===== config.mk =====
export PLATFORM = sky130hd
export DESIGN_NAME = audio_bar_frame_ctrl
export DESIGN_NICKNAME = d
export VERILOG_FILES = /design/src/rtl/audio_bar_frame_ctrl.sv
export SDC_FILE = /design/constraint.sdc
export NUM_CORES = 1
export LEC_CHECK = 0
export ABC_AREA = 1
export CAP_MARGIN = 20
export CORE_MARGIN = 2
export CORE_UTILIZATION = 61
export DETAILED_ROUTE_END_ITERATION = 8
export HOLD_SLACK_MARGIN = 0.15
export PLACE_DENSITY_LB_ADDON = 0.08
export SETUP_SLACK_MARGIN = 0.05
export SLEW_MARGIN = 20
export SYNTH_ARGS = -nofsm -noshare
export SYNTH_HDL_FRONTEND = slang
export SYNTH_SLANG_ARGS = --single-unit

===== constraint.sdc =====
create_clock -name clk -period 6.9 [get_ports clk]
set_clock_uncertainty 0.2 [all_clocks]
set_input_delay 1.38 -clock clk [delete_from_list [all_inputs] [get_ports clk]]
set_output_delay 1.38 -clock clk [all_outputs]
set_load 0.1 [all_outputs]

===== src/rtl/audio_bar_frame_ctrl.sv =====
// audio_bar_frame_ctrl
// Double-buffered bar-magnitude store with frame-synchronous swap, plus a
// registered per-pixel bar renderer driven by the raster position.
module audio_bar_frame_ctrl #(
    parameter int SCREEN_WIDTH  = 640,
    parameter int SCREEN_HEIGHT = 480,
    parameter int COORD_WIDTH   = 16,
    parameter int NUM_BARS      = 32,
    parameter int BAR_GAP       = 2,
    parameter int MAG_WIDTH     = 9,
    parameter int IDX_WIDTH     = 5
) (
    input  logic                          clk,
    input  logic                          resetn,
    input  logic                          frame_pulse,
    input  logic signed [COORD_WIDTH-1:0] row,
    input  logic signed [COORD_WIDTH-1:0] col,
    input  logic                          s_valid,
    input  logic [MAG_WIDTH-1:0]          s_data,
    input  logic                          s_last,
    output logic                          s_ready,
    output logic                          pixel_on,
    output logic [IDX_WIDTH-1:0]          bar_idx,
    output logic                          frame_swapped,
    output logic                          len_err
);

    localparam int BAR_PIX   = SCREEN_WIDTH / NUM_BARS;
    localparam int SUB_WIDTH = (BAR_PIX > 1) ? $clog2(BAR_PIX) : 1;

    localparam logic [1:0] ST_IDLE = 2'd0;
    localparam logic [1:0] ST_FILL = 2'd1;
    localparam logic [1:0] ST_PEND = 2'd2;

    localparam logic signed [COORD_WIDTH-1:0] W_S = COORD_WIDTH'(SCREEN_WIDTH);
    localparam logic signed [COORD_WIDTH-1:0] H_S = COORD_WIDTH'(SCREEN_HEIGHT);
    localparam logic [IDX_WIDTH-1:0] LAST_IDX = IDX_WIDTH'(NUM_BARS - 1);
    localparam logic [SUB_WIDTH-1:0] SUB_LAST = SUB_WIDTH'(BAR_PIX - 1);
    localparam logic [SUB_WIDTH-1:0] SUB_LIT  = SUB_WIDTH'(BAR_PIX - BAR_GAP);

    logic [1:0]           state;
    logic [IDX_WIDTH-1:0] wr_idx;
    logic                 front_sel;
    logic [MAG_WIDTH-1:0] bank [2][NUM_BARS];

    logic accept, at_last, term, swap;

    assign s_ready = (state != ST_PEND);
    assign accept  = s_valid && s_ready;
    assign at_last = (wr_idx == LAST_IDX);
    assign term    = accept && (s_last || at_last);
    assign swap    = (state == ST_PEND) && frame_pulse;

    // Batch capture into the back bank and frame-aligned bank swap
    always_ff @(posedge clk or negedge resetn) begin
        if (!resetn) begin
            state         <= ST_IDLE;
            wr_idx        <= '0;
            front_sel     <= 1'b0;
            frame_swapped <= 1'b0;
            len_err       <= 1'b0;
            for (int b = 0; b < NUM_BARS; b++) begin
                bank[0][b] <= '0;
                bank[1][b] <= '0;
            end
        end else begin
            frame_swapped <= 1'b0;
            if (accept) begin
                bank[~front_sel][wr_idx] <= s_data;
                wr_idx <= wr_idx + 1'b1;
                state  <= term ? ST_PEND : ST_FILL;
                // Batch length must be exactly NUM_BARS: early s_last or a
                // missing s_last on the final slot are both errors.
                if (s_last != at_last)
                    len_err <= 1'b1;
            end else if (swap) begin
                front_sel     <= ~front_sel;
                frame_swapped <= 1'b1;
                wr_idx        <= '0;
                state         <= ST_IDLE;
            end
        end
    end

    // Bar position of the current column: counters restart at col 0 and
    // follow the one-column-per-clock raster, so no divider is needed.
    logic [SUB_WIDTH-1:0] sub_q, cur_sub;
    logic [IDX_WIDTH-1:0] bar_q, cur_bar;
    logic                 col_zero;

    assign col_zero = (col == '0);
    assign cur_sub  = col_zero ? '0 : sub_q;
    assign cur_bar  = col_zero ? '0 : bar_q;

    // Advance the (bar, sub) pair; bar saturates so the bank index stays legal
    always_ff @(posedge clk or negedge resetn) begin
        if (!resetn) begin
            sub_q <= '0;
            bar_q <= '0;
        end else if (cur_sub == SUB_LAST) begin
            sub_q <= '0;
            bar_q <= (cur_bar == LAST_IDX) ? cur_bar : cur_bar + 1'b1;
        end else begin
            sub_q <= cur_sub + 1'b1;
            bar_q <= cur_bar;
        end
    end

    // Height test; the swapping bank is used already on the pulse pixel
    logic                          eff_sel;
    logic [MAG_WIDTH-1:0]          mag;
    logic signed [COORD_WIDTH-1:0] mag_ext, mag_clamp, thresh;
    logic                          in_col, in_row, lit;

    assign eff_sel   = front_sel ^ swap;
    assign mag       = bank[eff_sel][cur_bar];
    assign mag_ext   = $signed({{(COORD_WIDTH-MAG_WIDTH){1'b0}}, mag});
    assign mag_clamp = (mag_ext > H_S) ? H_S : mag_ext;
    assign thresh    = H_S - mag_clamp;
    assign in_col    = !col[COORD_WIDTH-1] && (col < W_S);
    assign in_row    = !row[COORD_WIDTH-1] && (row < H_S);
    assign lit       = in_col && in_row && (cur_sub < SUB_LIT) && (row >= thresh);

    // One-clock registered pixel output, aligned with the bar index
    always_ff @(posedge clk or negedge resetn) begin
        if (!resetn) begin
            pixel_on <= 1'b0;
            bar_idx  <= '0;
        end else begin
            pixel_on <= lit;
            bar_idx  <= cur_bar;
        end
    end

endmodule


Word level (Yosys, flattened, before mapping):

Index checks and enable logic that the tools add are counted.

* logic and storage cells: 142
* output and inout port bits: 9
* bits in registers: 602
* input port bits: 46

* mux-type cells: 24
* bitwise logic cells: 7
* reductions and logical operators: 17
* add/sub/neg operators: 4
* order comparisons: 11
* equality and inequality tests: 6

Operators by type and width (number)
* two-way mux 288 bit: 4
* bitwise mux 576 bit: 1
* demux 288 bit (select 1 bit): 1
* binary-select mux 9 bit (select 5 bit): 1
* demux 9 bit (select 5 bit): 1
* two-way mux 9 bit: 4
* two-way mux 5 bit: 7
* greater-or-equal comparator 16 x 10 -> 1 bit: 1
* logical NOT 16 bit: 1
* < comparator 16 x 10 -> 1 bit (second input constant): 1
* < comparator 16 x 11 -> 1 bit (second input constant): 1
* adder 5 x 1 -> 5 bit (second input constant): 3
* == test 5 bit (second input constant): 3
* greater-or-equal comparator 6 bit (second input constant): 2
* NOT 5 -> 6 bit: 2
* logical AND 1 bit: 10
* subtractor 9 x 9 -> 10 bit (first input constant): 1
* > comparator 9 bit (second input constant): 1
* < comparator 6 x 1 -> 1 bit (second input constant): 1
* two-way mux 2 bit: 3
* < comparator 5 bit (second input constant): 1
* greater-or-equal comparator 2 bit (second input constant): 2
* NOT 1 -> 2 bit: 2
* AND reduction 2 bit: 2
* 10 further kinds: 13

Depth between registers and ports, before layout:

Gate-level depths: netlist of run 1.

* word-level depth: 15
* depth in mapped cells: 31
* gate-level depth less buffers: 29

Worst setup path after synthesis of run 1:

OpenSTA, ideal clock, no wires.

* path type: input to register
* start point: input col[4]
* end point: register pixel_on
* buffers on the path: 2
* arrival time: 4.456 ns
* stages on the path: 29
* setup time: 0.121 ns
* required time: 6.579 ns
* path slack: 2.123 ns
* path through: nor2_1 -> nand2_1 -> nor2_1 -> nand2_1 -> buf_4 -> nand2_8 -> buf_2 -> nand3_1 -> nand3_1 -> nand3_1 -> nand3_1 -> nand3_1 -> nand2_1 -> nor2_2 -> nand2_4 -> nand2_1 -> ha_1 -> nand3_4 -> nand2_1 -> nand2_1 -> nand2_1 -> ha_1 -> nand4_1 -> o221ai_1 -> nand2_1 -> o2111ai_1 -> xnor2_1 -> o2111ai_1 -> inv_1

* word-level cells in the longest chain between the ends: 11

Ends and longest elaborated chain
* start: declaration: RTL line 17 `input logic signed [COORD_WIDTH-1:0] col,`
* logical NOT 16 bit: RTL line 91 `assign col_zero = (col == '0);`
* two-way mux 5 bit: RTL line 93 `assign cur_bar = col_zero ? '0 : bar_q;`
* NOT 5 -> 6 bit (implied by the code): RTL line 116 `assign mag = bank[eff_sel][cur_bar];`
* binary-select mux 9 bit (select 5 bit): RTL line 116
* two-way mux 9 bit (implied by the code) (2 in series): RTL line 116
* > comparator 9 bit: RTL line 118 `assign mag_clamp = (mag_ext > H_S) ? H_S : mag_ext;`
* two-way mux 9 bit: RTL line 118
* subtractor 9 x 9 -> 10 bit: RTL line 119 `assign thresh = H_S - mag_clamp;`
* greater-or-equal comparator 16 x 10 -> 1 bit: RTL line 122 `assign lit = in_col && in_row && (cur_sub < SUB_LIT) && (row >= thresh);`
* logical AND 1 bit (*): RTL line 122
* net lit: RTL line 113 `logic in_col, in_row, lit;`
* end signal: assignment: RTL line 130 `pixel_on <= lit;`
* end: declaration: RTL line 22 `output logic pixel_on,`

Mark *: on every way through the listed nets, which the timed path passes. The rest lies on a longest branch. The select of a mux whose other input is x is not followed.
A chain may end at the register's enable or synchronous reset.

Worst setup path after layout of run 1:

* start point: input col[7]
* end point: register pixel_on

Same word-level chain as after synthesis.

==> summary.txt, run 1 <==
final setup fails: 0
Clock Power Share: 0.238
sequential share of power: 0.346
Primary FF master, synth: dfrtp_1
initial antenna violation count: 1
Fin. Hold Viols: 0
Routed Antenna Nets: 0
CTS H-tree lvls: 3
run status: finished, final reports clean
Die Ht: 222.0 um
Synth Warn #: 0
Bufs on Longest Clock Path: 3
Lkg Pwr: 14.92 nW
worst-margin pin slew: 1151 ps
flops & latches, synth: 602
share of the synthesized area in the top cell type: 0.5194
min-delay worst type: reg -> reg
GRT Overall Usage: 0.3618
library cells used by synthesis: 46
Pwr Density: 483.4 mW/mm^2
Hold Buf Count CTS: 0
Fin Hold WS: 276.9 ps
DRC viols: 0
NetSw: 6.419 mW
max_slew headroom: 0.2301
ys async rst share: 1.000
Peak Freq: 164.8 MHz
final WL: 87.72 mm
WL/cell: 20.62 um
kind of critical path: in -> reg
Max-Cap Viols: 0
pin count of the biggest net entering global routing: 157
grt total ovfl: 0
TritonCTS Sinks: 602
1st-iter DRT viols: 3190
die area: 0.04930 sq mm
Cells after Synth: 3655
first-pass GRT wire length: 139.7 mm
cell with the most instances after synthesis: nand2_1
Worst-path clk slew: 60 ps
Layout area overhead: 10.66%
vias: 25700
R2R Setup Slk: 1780 ps
clock latency on the worst-skew pair: 610 ps
crit path max fanout: 38
# port buffers: 54
cell mode on critical path: nand2_1
# rows: 79
die width: 222.0 um
period utilization: 0.8793
logic gate share of total power: 0.417
Final WS setup: 833.1 ps
Largest stage delay, worst path: 440 ps
Clock Tree Root: clkbuf_16
Final min period: 6067 ps
I/O pins: 55
final core occ: 0.6864
worst vdd ir: 0.0003215 V
Buf/Inv on CP: 3
fill cell count: 3804
CP max-delay cell: nand2_8
synth cell count leaders: 1007 x nand2_1, 602 x dfrtp_1, 541 x o21ai_0
post-CTS resize count: 0
antenna cell count: 0
CTS tree: built
DRT Pass-1 Iters: 8
Pint: 9.096 mW
gp weighted congestion: 0.9822
Post-synth EDFFs: 0
crit start category: input port
worst slack at placement: 386.0 ps
nature of the critical path endpoint: flip-flop
biggest area consumer among synthesized cells: dfrtp_1
DR vias/cell: 6.042
CTS Buf Count: 66
DP Area: 0.02977 sq mm
cell area after layout: 0.03209 sq mm
Final Slew Violations: 0
number of setup buffers added after CTS: 0
Final HPWL DP: 54.61 mm
mean post-synth cell area: 7.935 sq um
share of cells above drive strength 1: 0.06636
RSZ-0062 raised after global routing: no
CP required: 7180 ps
crit path DAT: 6350 ps
sw frac: 0.4137
area of the mapped netlist: 0.02900 sq mm
register area share after synthesis: 0.5194
Synth area leaders: dfrtp_1 52%, nand2_1 13%, o21ai_0 9.3%
layout net count: 3667
CP delay by family, top: simple AND/OR/NAND/NOR gates
Core Box Area: 0.04675 sq mm
Starting Density: 0.6203
Total Negative Setup Slacks: 0 ps
vias in the first global route: 24880
-- routing by layer --
layer	GRT usage	part of all wire	up-vias
li1	-	-	11750
met1	0.4992	0.40	12390
met2	0.5526	0.45	1314
met3	0.07951	0.10	253
met4	0.1622	0.044	2
met5	0	0.00015	-
-- kinds of logic (layout without fill, tap and decap cells) --
kind of cell | Yosys count | in the layout | synth area share
simple gates | 1780 | 1780 | 0.2551
buf+inv | 475 | 461 | 0.07382
other cells | 1 | 7 | 0.0001293
compound gates | 765 | 765 | 0.1386
xor+xnor | 7 | 7 | 0.002114
fa+ha+maj | 25 | 25 | 0.01079
flops | 602 | 602 | 0.5194
-- stage by stage --
step | power, mW | instances
global route | 16.46 | 4254
floorplan | 9.691 | 3661
CTS | 15.36 | 4254
detailed placement | 11.64 | 4135
finish | 15.51 | 4254
global placement | 11.44 | 4135
-- cells in the final DEF (no fill, tap or decap), types with 14 or more instances in the layout --
| cell type | count |
|---|---|
| clkbuf_1 | 14 |
| nor2_1 | 315 |
| o211ai_1 | 54 |
| a21oi_1 | 103 |
| buf_4 | 42 |
| nor2_2 | 20 |
| buf_12 | 19 |
| or2_2 | 22 |
| clkdlybuf4s50_1 | 53 |
| nand3_1 | 360 |
| nand2_1 | 1006 |
| clkbuf_16 | 73 |
| o21ai_1 | 54 |
| dfrtp_1 | 602 |
| clkbuf_8 | 18 |
| inv_1 | 213 |
| ha_1 | 25 |
| o21ai_0 | 541 |
-- worst paths after layout --
check | from | end | cells past startpoint
setup / recovery | col[7] | pixel_on | 29
hold / removal | len_err | len_err | 1
setup reg to reg | front_sel | pixel_on | 29
hold reg to reg | len_err | len_err | 1
max in group asynchronous | resetn | bank[185] | 2
min in group asynchronous | resetn | bank[526] | 1
-- registers in the layout, summed over array words and instances, names as in the netlist --
name           cells
len_err            1
front_sel          1
sub_q              5
bank             576
bar_idx            5
frame_swapped      1
bar_q              5
state              2
wr_idx             5
pixel_on           1
-- power groups by stage --
stage | clock (mW) | sequential (mW) | combinational [mW]
final | 3.69 | 5.37 | 6.46
after global routing | 3.85 | 5.49 | 7.11
after CTS | 3.71 | 5.35 | 6.31
after detailed placement | 0 | 5.39 | 6.25
after global placement | 0 | 5.34 | 6.10
after floorplan | 0 | 5.27 | 4.42
-- final cells by class --
cell class,instances,area (sq um),area share
clock buffer,105,2127,0.06628
clock inverter,14,152.6,0.004756
inverter,227,852.1,0.02655
multi-input combinational,2584,11900,0.3707
sequential,602,15060,0.4694
tap,607,759.5,0.02366
timing repair buffer,115,1241,0.03867
-- worst register-to-register path, delay by kind of cell, from the launching register on --
family	cells	cell delay, ps
adders and majority gates	2	570
DFF	1	430
xor gates and xnor gates	1	90
and+or+nand+nor	20	2560
buffers and inverters	4	860
AOI/OAI and AO/OA	2	310
No activity file was read; power rests on OpenSTA's default activity.
==> run 2: changes to the inputs <==
==> constraint.sdc (replaced) <==
create_clock -name clk -period 7.85 [get_ports clk]
set_clock_uncertainty 0.2 [all_clocks]
set_input_delay 1.57 -clock clk [delete_from_list [all_inputs] [get_ports clk]]
set_output_delay 1.57 -clock clk [all_outputs]
set_load 0.1 [all_outputs]
==> run 2 against run 1 <==
Effect of this change:
- via count down 1.6%
- total power fell by 15%
- register-to-register slack better by 740 ps
- critical path depth is 2 lower
- cell count decreased by 0.59%
- worst setup slack better by 730 ps
- global-route usage is 0.76 points lower
==> summary.txt, run 2 (synthesis results as in run 1) <==
run status: finished, final reports clean
worst-margin pin slew: 1088 ps
Total Negative Setup Slacks: 0 ps
kind of critical path: in -> reg
Layout area overhead: 9.155%
vias in the first global route: 23990
grt total ovfl: 0
worst slack at placement: 1129 ps
DR vias/cell: 5.978
most used routing layer: met2
# port buffers: 54
GR Layer Usage met1: 0.5081
GRT Overall Usage: 0.3541
DRT Pass-1 Iters: 8
met3 Resource Use GR: 0.06573
RSZ-0062 raised after global routing: no
Largest stage delay, worst path: 760 ps
Worst-path clk slew: 60 ps
die width: 222.0 um
initial antenna violation count: 0
gp weighted congestion: 0.8909
share of cells above drive strength 1: 0.05770
worst hold start: len_err
Final HPWL DP: 51.92 mm
Final Slew Violations: 0
vias: 25280
CTS H-tree lvls: 3
RR Startpoint: front_sel
Hold Buf Count CTS: 0
CP max-delay cell: buf_4
Starting Density: 0.6203
TritonCTS Sinks: 602
Final min period: 6289 ps
Tot Pwr: 13.20 mW
CP startpoint: col[7]
cell mode on critical path: nand2_1
layout net count: 3648
antenna cell count: 0
R2R Setup Slk: 2520 ps
Bufs on Longest Clock Path: 3
crit path max fanout: 74
CTS Buf Count: 66
Clock Tree Root: clkbuf_16
Max-Cap Viols: 0
min-delay worst type: reg -> reg
worst vdd ir: 0.0002158 V
Peak Freq: 159.0 MHz
Top reg by flops: bank
nature of the critical path endpoint: flip-flop
final WL: 85.49 mm
most frequent cells in the layout: 1006 x nand2_1, 602 x dfrtp_1, 541 x o21ai_0
1st-iter DRT viols: 2785
DP Area: 0.02954 sq mm
DRC viols: 0
Lkg Pwr: 14.69 nW
CTS tree: built
WL/cell: 20.22 um
first-pass GRT wire length: 136.6 mm
pin count of the biggest net entering global routing: 174
Die Ht: 222.0 um
max FFs per register: 576
clock latency on the worst-skew pair: 600 ps
fill cell count: 3920
post-CTS resize count: 0
final setup fails: 0
max_slew headroom: 0.2723
met2 Use GR: 0.5321
Core Box Area: 0.04675 sq mm
I/O pins: 55
Fin. Hold Viols: 0
period utilization: 0.8012
CP required: 8120 ps
crit start category: input port
die area: 0.04930 sq mm
number of setup buffers added after CTS: 0
leading cell type in the layout, fill and taps excluded: nand2_1
Final WS setup: 1561 ps
crit path DAT: 6560 ps
Routed Antenna Nets: 0
cell area after layout: 0.03166 sq mm
# rows: 79
Pwr Density: 416.8 mW/mm^2
[run 2: cell types whose count changed in the layout (fill, tap and decap cells not counted), sizes merged]
cell    change
buf        -19
clkinv      -2
bufinv      -1
clkbuf      -5
inv         +2
[run 2: cell type report]
class,instances,area [sq um],area share
clock buffer,100,1941,0.06130
clock inverter,13,130.1,0.004111
inverter,227,853.3,0.02696
multi-input combinational,2584,11890,0.3757
sequential,602,15060,0.4759
tap,607,759.5,0.02399
timing repair buffer,96,1015,0.03205
[run 2: worst paths after layout]
check / endpoint / cells after the start
max reg2reg: pixel_on / 28
max in group asynchronous: bank[158] / 2
max: pixel_on / 27
min in group asynchronous: bank[282] / 1
min: len_err / 1
min reg2reg: len_err / 1
[run 2: worst max-delay path: cells and delay by family]
family | cells | cell delay, ps
AND/OR/NAND/NOR | 18 | 2520
adder cells (fa/ha/maj) | 2 | 580
AO/OA/AOI/OAI | 3 | 430
XOR/XNOR | 1 | 140
buffers and inverters | 3 | 1250
[run 2: routing by layer]
layer / wire, um / up-vias / share of wire
met5: 0 / - / 0
met4: 3802 / 0 / 0.044
met3: 7642 / 231 / 0.089
met2: 37980 / 1116 / 0.44
met1: 36070 / 12220 / 0.42
li1: - / 11720 / -
[run 2: report_power, final]
| group | switching, mW | leakage (nW) | internal (mW) | total, mW |
|---|---|---|---|---|
| Combinational | 3.70 | 5.84 | 1.77 | 5.48 |
| Clock | 1.25 | 1.02 | 1.77 | 3.01 |
| Sequential | 0.539 | 7.83 | 4.17 | 4.71 |
[run 2: per-stage QoR]
step	hold WS (ps)	cells	utilization
final	270.7	4229	0.6771
after global routing	290.1	4229	0.6771
after CTS	274.4	4228	0.6762
after detailed placement	261.7	4115	0.6319
after global placement	253.4	4114	0.6316
after floorplan	244.4	3661	-
